===== config.mk =====
export PLATFORM = sky130hd
export DESIGN_NAME = axis_rr_arbiter
export DESIGN_NICKNAME = d
export VERILOG_FILES = /design/src/rtl/axis_arb_pkg.sv /design/src/rtl/axis_skid_buf.sv /design/src/rtl/axis_rr_arbiter.sv
export SDC_FILE = /design/constraint.sdc
export NUM_CORES = 1
export LEC_CHECK = 0
export CAP_MARGIN = 25
export CORE_MARGIN = 5
export CORE_UTILIZATION = 45
export CTS_BUF_LIST = sky130_fd_sc_hd__clkbuf_16
export DETAILED_ROUTE_END_ITERATION = 12
export GPL_TIMING_DRIVEN = 0
export HOLD_SLACK_MARGIN = 0.02
export PLACE_DENSITY = 0.86
export SLEW_MARGIN = 40
export SYNTH_ARGS = -nofsm -noshare
export SYNTH_HDL_FRONTEND = slang
export SYNTH_SLANG_ARGS = --single-unit

===== constraint.sdc =====
create_clock -name axis_aclk -period 6.2 [get_ports axis_aclk]
set_clock_uncertainty 0.15 [all_clocks]
set_input_delay 0.62 -clock axis_aclk [delete_from_list [all_inputs] [get_ports axis_aclk]]
set_output_delay 0.62 -clock axis_aclk [all_outputs]
set_load 0.005 [all_outputs]

===== src/rtl/axis_arb_pkg.sv =====
// Shared types and helpers for the round-robin AXI-Stream packet arbiter.
package axis_arb_pkg;

  typedef enum logic {
    ARB_IDLE = 1'b0,
    ARB_BUSY = 1'b1
  } arb_state_e;

  function automatic int clog2_min1(input int n);
    return (n <= 1) ? 1 : $clog2(n);
  endfunction

endpackage


===== src/rtl/axis_skid_buf.sv =====
// Two-entry elastic buffer; in_ready is decoded from the occupancy register only,
// so there is no combinational path from out_ready back to in_ready.
module axis_skid_buf #(
  parameter int WIDTH = 8
) (
  input  logic             clk,
  input  logic             rst,
  input  logic [WIDTH-1:0] in_data,
  input  logic             in_valid,
  output logic             in_ready,
  output logic [WIDTH-1:0] out_data,
  output logic             out_valid,
  input  logic             out_ready
);

  logic [WIDTH-1:0] mem [2];
  logic             wr_ptr;
  logic             rd_ptr;
  logic [1:0]       count;
  logic             push;
  logic             pop;

  assign in_ready  = (count != 2'd2);
  assign out_valid = (count != 2'd0);
  assign out_data  = mem[rd_ptr];
  assign push      = in_valid & in_ready;
  assign pop       = out_valid & out_ready;

  always_ff @(posedge clk) begin
    if (rst) begin
      wr_ptr <= 1'b0;
      rd_ptr <= 1'b0;
      count  <= 2'd0;
    end else begin
      if (push) wr_ptr <= ~wr_ptr;
      if (pop)  rd_ptr <= ~rd_ptr;
      count <= count + {1'b0, push} - {1'b0, pop};
    end
  end

  always_ff @(posedge clk) begin
    if (push) mem[wr_ptr] <= in_data;
  end

endmodule


===== src/rtl/axis_rr_arbiter.sv =====
// N-to-1 AXI-Stream packet arbiter: round-robin grant held for a whole packet.
// Optional m_axis_tid output (source index per beat) enabled by AXIS_ARB_TID_EN.
//
//   state    | meaning
//   ARB_IDLE | no grant; pick next requester after last grant
//   ARB_BUSY | grant locked to one port until its tlast beat is accepted
module axis_rr_arbiter
  import axis_arb_pkg::*;
#(
  parameter  int NUM_PORTS = 4,
  parameter  int DATA_W    = 32,
  localparam int IDX_W     = clog2_min1(NUM_PORTS)
) (
  input  logic                        axis_aclk,
  input  logic                        axis_areset,
  input  logic [NUM_PORTS*DATA_W-1:0] s_axis_tdata,
  input  logic [NUM_PORTS-1:0]        s_axis_tvalid,
  output logic [NUM_PORTS-1:0]        s_axis_tready,
  input  logic [NUM_PORTS-1:0]        s_axis_tlast,
  output logic [DATA_W-1:0]           m_axis_tdata,
  output logic                        m_axis_tvalid,
  input  logic                        m_axis_tready,
  output logic                        m_axis_tlast
`ifdef AXIS_ARB_TID_EN
  ,
  output logic [IDX_W-1:0]            m_axis_tid
`endif
);

`ifdef AXIS_ARB_TID_EN
  localparam int BUF_W = DATA_W + 1 + IDX_W;
`else
  localparam int BUF_W = DATA_W + 1;
`endif

  arb_state_e       state;
  arb_state_e       state_nxt;
  // grant doubles as last_grant: it keeps the previous winner while idle
  logic [IDX_W-1:0] grant;
  logic [IDX_W-1:0] pick;
  logic [IDX_W-1:0] idx_c;
  logic             found;
  logic             any_req;
  logic             buf_ready;
  logic             in_valid;
  logic             beat_acc;
  logic [BUF_W-1:0] buf_in;
  logic [BUF_W-1:0] buf_out;
  logic [DATA_W-1:0] s_data [NUM_PORTS];

  for (genvar i = 0; i < NUM_PORTS; i++) begin : g_slice
    assign s_data[i] = s_axis_tdata[i*DATA_W +: DATA_W];
  end

  assign any_req = |s_axis_tvalid;

  always_comb begin
    pick  = grant;
    idx_c = grant;
    found = 1'b0;
    for (int k = 1; k <= NUM_PORTS; k++) begin
      idx_c = IDX_W'((int'(grant) + k) % NUM_PORTS);
      if (!found && s_axis_tvalid[idx_c]) begin
        pick  = idx_c;
        found = 1'b1;
      end
    end
  end

  always_ff @(posedge axis_aclk) begin
    if (axis_areset) begin
      state <= ARB_IDLE;
      grant <= IDX_W'(NUM_PORTS - 1);
    end else begin
      state <= state_nxt;
      if (state == ARB_IDLE && any_req) grant <= pick;
    end
  end

  always_comb begin
    state_nxt = state;
    case (state)
      ARB_IDLE: if (any_req) state_nxt = ARB_BUSY;
      ARB_BUSY: if (beat_acc && s_axis_tlast[grant]) state_nxt = ARB_IDLE;
      default:  state_nxt = ARB_IDLE;
    endcase
  end

  always_comb begin
    s_axis_tready = '0;
    in_valid      = 1'b0;
    if (state == ARB_BUSY) begin
      s_axis_tready[grant] = buf_ready;
      in_valid             = s_axis_tvalid[grant];
    end
  end

  assign beat_acc = in_valid & buf_ready;

`ifdef AXIS_ARB_TID_EN
  assign buf_in     = {grant, s_axis_tlast[grant], s_data[grant]};
  assign m_axis_tid = buf_out[BUF_W-1 -: IDX_W];
`else
  assign buf_in     = {s_axis_tlast[grant], s_data[grant]};
`endif

  assign m_axis_tdata = buf_out[DATA_W-1:0];
  assign m_axis_tlast = buf_out[DATA_W];

  axis_skid_buf #(
    .WIDTH (BUF_W)
  ) u_skid (
    .clk       (axis_aclk),
    .rst       (axis_areset),
    .in_data   (buf_in),
    .in_valid  (in_valid),
    .in_ready  (buf_ready),
    .out_data  (buf_out),
    .out_valid (m_axis_tvalid),
    .out_ready (m_axis_tready)
  );

endmodule


==> results.md <==
- Setup TNS: 0 ps
- RSZ-0062 raised after global routing: false
- launch point of the worst path: grant[0]$_SDFFE_PP1P_
- Tightest Pin Transition: 713 ps
- HP Class: reg2reg
- Post-CTS Setup Repair Bufs: 0
- drt total wl: 10000 um
- fmax: 307 MHz
- sequential cell area fraction in the yosys report: 56.7%
- number of nets in the finished design: 544
- Fin. Hold Viols: 0
- count of cells resized by post-cts repair: 0
- buffering stage count on the worst path with inverters included: 5
- I/O pins: 177
- number of standard cells after synthesis: 211
- setup-violating endpoint count in the final report: 0
- die outline area: 10300 sq um
- clock root buffer: sky130_fd_sc_hd__clkbuf_16
- count of input and output buffers: 175
- total power per unit cell area: 358 nW/um^2
- antenna violations before repair: 0
- starting utilization of the core area: 46.0%
- maximum level of the CTS H-tree: 3
- number of max-slew violations in the final report: 0
- met1 GRT Util: 21.1%
- via count of the routed design: 2712
- fin cells: 509
- Slowest Stage Delay on Critical Path: 450 ps
- Hold Crit Depth: 2
- share of total power in combinational logic: 41.3%
- Pre-Repair DR Iteration Count: 4
- slowest stage cell on the critical path: sky130_fd_sc_hd__clkdlybuf4s50_1
- Crit. End Element: output pin
- fraction of power consumed by sequential logic: 33.5%
- worst setup slack after placement: 2950 ps
- ordered list of cells on the worst path: buf_6, buf_2, buf_2, inv_1, ha_1, and3_1, clkdlybuf4s50_1
- area of the core: 8220 sq um
- width of the die: 102 um
- fraction of layout instances using a drive strength above 1: 23.8%
- global route hottest layer: met2
- remaining antenna violation count: 0
- Avg WL per Cell: 19.7 um
- clock slew seen by the registers of the worst setup and hold paths: 60 ps
- DRC violation count after routing: 0
- Final WS setup: 2940 ps
- total placed cells including tap cells: 493
- number of buffers inserted for hold repair after clock tree synthesis: 0
- number of cell rows: 33
- WHS Endpoint: u_skid.rd_ptr$_SDFFE_PP0P_
- fraction of power spent switching nets: 26.7%
- Clock Power Share: 25.2%
- flop-to-flop setup slack: 2970 ps
- cell count of the worst reg-to-reg path: 9
- number of distinct library cells after synthesis: 31
- number of CTS-inserted buffers: 9
- Int Power: 0.00158 W
- maximum number of pins on one net before global-route repair: 21
- maximum clock insertion buffer count: 2
- leak pwr: 2.15 nW
- clock tree from TritonCTS: built
- synthesized netlist net count: 356
- number of clock sinks: 74
- worst path required time: 5430 ps
- global routing usage on met3: 7.16%
- met2 demand-to-capacity share in global routing: 37.9%
- top post-synthesis cells by area: sky130_fd_sc_hd__edfxtp_1 (52%), sky130_fd_sc_hd__mux4_2 (21%), sky130_fd_sc_hd__mux2_2 (11%)
- Post-DP HPWL: 7920 um
- Critical Path Most Common Cell: sky130_fd_sc_hd__buf_2
- maximum net fanout on the critical path: 10
- Crit Reg-Reg Endpoint: grant[1]$_SDFFE_PP1P_
- via count of the first global-routing pass: 3086
- 1st-iter DRT viols: 54
- hold wc startpoint: u_skid.rd_ptr$_SDFFE_PP0P_
- type of origin of the critical path: register
- arrival time of data at the critical path endpoint: 2490 ps
- Synth top area share: 52.5%
- Netlist Area Pre-Place: 3780 sq um
- average footprint of a synthesized cell: 17.9 sq um
- ratio of routed vias to standard cells: 5.33
- GPL Wtd Cong: 0.756
- area leader, netlist: sky130_fd_sc_hd__edfxtp_1
- combined global-route utilization of all metal layers: 19.9%
- Peak supply drop: 217 uV
- Overflow after GRT: 0
- headroom to the max-slew limit: 52.5%
- number of flip-flops and latches in the synthesized netlist: 74
- startpoint of the worst-slack reg-to-reg timing path: grant[0]$_SDFFE_PP1P_
- run status: completed
- number of diodes: 0
- wire length of the first global-routing pass: 15400 um
- clock latency of the later-clocked register in the worst-skew pair: 320 ps
- switching component of the power: 0.000576 W
- gate family responsible for the most delay along the worst path: buffers and inverters
- category of the most critical setup path: reg2out
- overall die height: 102 um
- max-cap viol count: 0
- area delta synth->final: 59.6%
- portion of the clock cycle consumed by the worst path in the final layout: 52.6%
- synth warn: 0
- time the final worst path needs with I/O delays and setup: 3260 ps
- Final Util: 73.4%
- Filler Cells Inserted: 528
==> worst max-delay path by stage <==
| stage | to | slack [ps] | cells after the start |
|---|---|---|---|
| 2_1_floorplan | u_skid.mem[0][0]$_DFFE_PP_ | 3040 | 3 |
| 3_3_place_gp | u_skid.mem[0][15]$_DFFE_PP_ | 1520 | 4 |
| 3_5_place_dp | grant[1]$_SDFFE_PP1P_ | 2950 | 9 |
| 4_1_cts | s_axis_tready[2] | 2910 | 7 |
| 5_1_grt | grant[1]$_SDFFE_PP1P_ | 2730 | 9 |
| 6_report | s_axis_tready[2] | 2940 | 7 |
==> logic make-up (layout without fill, tap and decap cells) <==
group	after synthesis	in the layout	share of synthesized area [%]
buffers and inverters	20	213	2.32
and+or+nand+nor	25	25	3.58
AOI/OAI and AO/OA	8	8	1.29
adders and majority gates	6	6	1.99
xor gates and xnor gates	4	4	0.928
DFF	74	74	56.7
muxes	74	74	33.2
==> area by class of cell <==
type	instances	area, sq um	area share [%]
multi-input combinational	117	1560	25.8
buffer	14	65.1	1.08
clock buffer	9	225	3.74
sequential	74	2140	35.5
inverter	6	22.5	0.374
tap	105	131	2.18
timing repair buffer	177	1790	29.8
clock inverter	7	92.6	1.54
==> layout by cell type (no fill, tap or decap), drive strengths merged, types with 2 or more instances in the layout <==
| cell type | instances |
|---|---|
| clkdlybuf4s50 | 175 |
| edfxtp | 66 |
| mux4 | 37 |
| mux2 | 36 |
| clkbuf | 17 |
| inv | 9 |
| nor2 | 8 |
| dfxtp | 8 |
| buf | 8 |
| ha | 6 |
| and3 | 5 |
| xnor2 | 3 |
| and2 | 3 |
| a21oi | 2 |
| o21ai | 2 |
| a31oi | 2 |
| bufinv | 2 |
| nor2b | 2 |
==> synth_stat cells <==
cell type	n
sky130_fd_sc_hd__xor2_1	1
sky130_fd_sc_hd__xnor2_1	3
sky130_fd_sc_hd__a21oi_1	2
sky130_fd_sc_hd__and2_1	2
sky130_fd_sc_hd__and2_0	1
sky130_fd_sc_hd__inv_1	6
sky130_fd_sc_hd__clkbuf_1	8
sky130_fd_sc_hd__mux4_2	36
sky130_fd_sc_hd__o21ai_0	2
sky130_fd_sc_hd__and2b_1	1
sky130_fd_sc_hd__edfxtp_1	66
sky130_fd_sc_hd__and3_1	5
sky130_fd_sc_hd__a31oi_1	2
sky130_fd_sc_hd__buf_6	1
sky130_fd_sc_hd__nand4_1	1
sky130_fd_sc_hd__mux2_2	36
sky130_fd_sc_hd__nand2b_1	1
sky130_fd_sc_hd__dfxtp_1	8
sky130_fd_sc_hd__a211oi_1	1
sky130_fd_sc_hd__or2_2	1
sky130_fd_sc_hd__mux4_1	1
sky130_fd_sc_hd__nor4_1	1
sky130_fd_sc_hd__buf_2	4
sky130_fd_sc_hd__ha_1	6
sky130_fd_sc_hd__nor2_1	8
sky130_fd_sc_hd__or3_1	1
sky130_fd_sc_hd__nor2b_1	2
sky130_fd_sc_hd__nand2_1	1
sky130_fd_sc_hd__a22o_1	1
sky130_fd_sc_hd__buf_1	1
sky130_fd_sc_hd__mux2i_1	1
==> power by group through the flow <==
stage	Clock, W	Sequential (W)	Combinational [W]
6_report	0.000544	0.000723	0.000890
5_1_grt	0.000580	0.000732	0.000966
4_1_cts	0.000552	0.000724	0.000906
3_5_place_dp	0	0.000734	0.000900
3_3_place_gp	0	0.000731	0.000866
2_1_floorplan	0	0.000724	0.000507
==> tightest hold or removal path, cell delays in order, from the launching register on <==
cell and delay [ps]:
sky130_fd_sc_hd__dfxtp_1 330, sky130_fd_sc_hd__xnor2_1 90, sky130_fd_sc_hd__nor2_1 80
==> layer usage <==
layer | routed length (um) | up-vias | share of wire (%)
met5 | 0 | - | 0
met3 | 842 | 2 | 8.4
met1 | 3560 | 1353 | 35
li1 | - | 1246 | -
met4 | 17 | 0 | 0.17
met2 | 5610 | 111 | 56
==> state kept, by name, summed over array words and instances, names as in the netlist, named ones only <==
name / count
grant: 2
state: 1
u_skid.count: 2
u_skid.mem: 66
u_skid.rd_ptr: 1
u_skid.wr_ptr: 1
==> metrics by stage <==
| stage | hold slack, ps | instance area [sq um] | power, W |
|---|---|---|---|
| 6_report | 373 | 6030 | 0.00216 |
| 4_1_cts | 379 | 6030 | 0.00218 |
| 2_1_floorplan | 331 | 3780 | 0.00123 |
| 3_3_place_gp | 349 | 5660 | 0.00160 |
| 5_1_grt | 407 | 6030 | 0.00228 |
| 3_5_place_dp | 361 | 5710 | 0.00163 |
Note: power is estimated with default switching activity, not from simulation.
==> edit, RTL diff (same settings) <==
Change the parameter `DATA_W` from 32 to 36.
--- a/src/rtl/axis_rr_arbiter.sv
+++ b/src/rtl/axis_rr_arbiter.sv
@@ -9,5 +9,5 @@
 #(
   parameter  int NUM_PORTS = 4,
-  parameter  int DATA_W    = 32,
+  parameter  int DATA_W    = 36,
   localparam int IDX_W     = clog2_min1(NUM_PORTS)
 ) (
Interface: changed (resized m_axis_tdata and s_axis_tdata); port bits go from 177 to 197. No check against the original RTL was run, so the function may have changed too.
==> edit against the unedited design <==
  * Global-route usage down 0.72 points
  * Critical endpoint is now s_axis_tready[1]
  * Routed wire length rose by 7.0%
  * Highest routed layer unchanged
  * Register-to-register slack improved by 0.32 ns
  * Fmax increased by 2.7%
  * Sequential cell count increased by 8
  * Critical path type unchanged
  * Cell count increased by 8.6%
  * Worst setup slack better by 0.087 ns
  * Area after synthesis up 11%
  * Final area up 9.9%
  * First-iteration DRC count rose by 130%
  * Power grew 10%
  * Critical path depth fell by 1
  * Die area grew 9.5%
==> edit: results (changes against the unedited design) <==
\begin{tabular}{lr}
\hline
Metric & Value \\
\hline
\multicolumn{2}{l}{\textbf{Global route}} \\
\quad Largest net degree at the start of global routing & 38 (+81\%) \\
\quad Total global routing track utilization & 19.2\% (-0.72 points) \\
\quad Via count of the first global-routing pass & 3381 (+9.6\%) \\
\quad First-pass GRT wire length & 16.7 mm (+8.6\%) \\
\multicolumn{2}{l}{\textbf{Place}} \\
\quad Area of placed instances & 6330 um\^{}2 (+11\%) \\
\quad IO buf count & 195 (+11\%) \\
\quad Global placement routability congestion & 0.776 (+2.6\%) \\
\multicolumn{2}{l}{\textbf{Routing}} \\
\quad Post-DR vias/cell & 5.42 (+1.8\%) \\
\quad Routed len/inst & 19.4 um (-1.5\%) \\
\multicolumn{2}{l}{\textbf{Die}} \\
\quad Core ar. & 9150 um\^{}2 (+11\%) \\
\multicolumn{2}{l}{\textbf{Cells and area}} \\
\quad Fill count & 582 (+10\%) \\
\quad Area share of buffers outside the clock network & 31.7\% (+0.83 points) \\
\quad Final clock-cell share & 4.44\% (-0.83 points) \\
\quad Buffer count excluding the clock tree in the final layout & 213 (+12\%) \\
\quad Biggest registers after layout & u\_skid.mem x74, grant x2, u\_skid.count x2 \\
\quad Share of cells above drive strength 1 & 24.7\% (+0.90 points) \\
\quad FF/Latch Area & 2380 um\^{}2 (+11\%) \\
\quad Number of combinational gates with multiple inputs & 127 (+8.5\%) \\
\multicolumn{2}{l}{\textbf{Worst setup path}} \\
\quad Reg-to-reg setup timing slack & 3.29 ns (+0.32 ns) \\
\quad Number of cells on the worst reg-to-reg path & 8 (-1) \\
\quad Worst reg2reg startpoint & grant[1] \\
\quad Worst path arrival time & 2.40 ns (-0.09 ns) \\
\multicolumn{2}{l}{\textbf{Logic synthesis}} \\
\quad Number of flops mapped to enable cells by yosys & 74 (+12\%) \\
\quad Top area cells in the synthesized netlist & edfxtp\_1, mux4\_2, mux2\_2 \\
\quad Multiplexer fraction of the synthesized cell area & 32.6\% (-0.55 points) \\
\quad Post-Synthesis Net Count & 390 (+9.6\%) \\
\quad Synthesized-area fraction occupied by adder cells & 1.80\% (-0.19 points) \\
\quad Number of different library cells in the post-synthesis netlist & 29 (-6.5\%) \\
\quad FF+latch count, synth & 82 (+11\%) \\
\multicolumn{2}{l}{\textbf{Pwr}} \\
\quad Max VDD drop & 0.207 mV (-4.6\%) \\
\multicolumn{2}{l}{\textbf{Min path}} \\
\quad Worst Hold Endpoint & u\_skid.count[1] \\
\quad Start point of the worst min-delay path & u\_skid.count[1] \\
\multicolumn{2}{l}{\textbf{Outcome}} \\
\quad Status & completed \\
\multicolumn{2}{l}{\textbf{STA}} \\
\quad Relative slew slack & 50.6\% (-1.9 points) \\
\hline
\end{tabular}
## edit: cell count changes after synthesis, sizes merged, moves of 2 or more
cell and change:
edfxtp +8, buf +3, mux2 +2, a21oi +2
mux4 +4, inv -2, nor3 +2, nand2b +2
## edit: power by group
group | total (uW) | switching [uW] | internal [uW]
combinational | 1050 | 424 | 629
clock | 521 | 210 | 311
sequential | 803 | 30.8 | 772
total | 2380 | 665 | 1710
## edit: metrics by stage
stage                     setup slack, ns  hold slack (ns)  util [%]  cells
after floorplan                      2.83            0.331         -    229
after global placement               1.11            0.345      68.4    535
after detailed placement             3.28            0.387      69.2    537
after CTS                            2.97            0.440      72.4    553
after global routing                 2.83            0.450      72.4    553
final                                3.03            0.438      72.4    553
## edit: per-layer routing
| metal | track usage (%) | part of all wire (%) | up-vias |
|---|---|---|---|
| met1 | 21.4 | 36 | 1476 |
| li1 | - | - | 1364 |
| met2 | 34.0 | 53 | 132 |
| met4 | 7.96 | 3.1 | 0 |
| met5 | 0 | 0 | - |
| met3 | 5.71 | 7.6 | 27 |
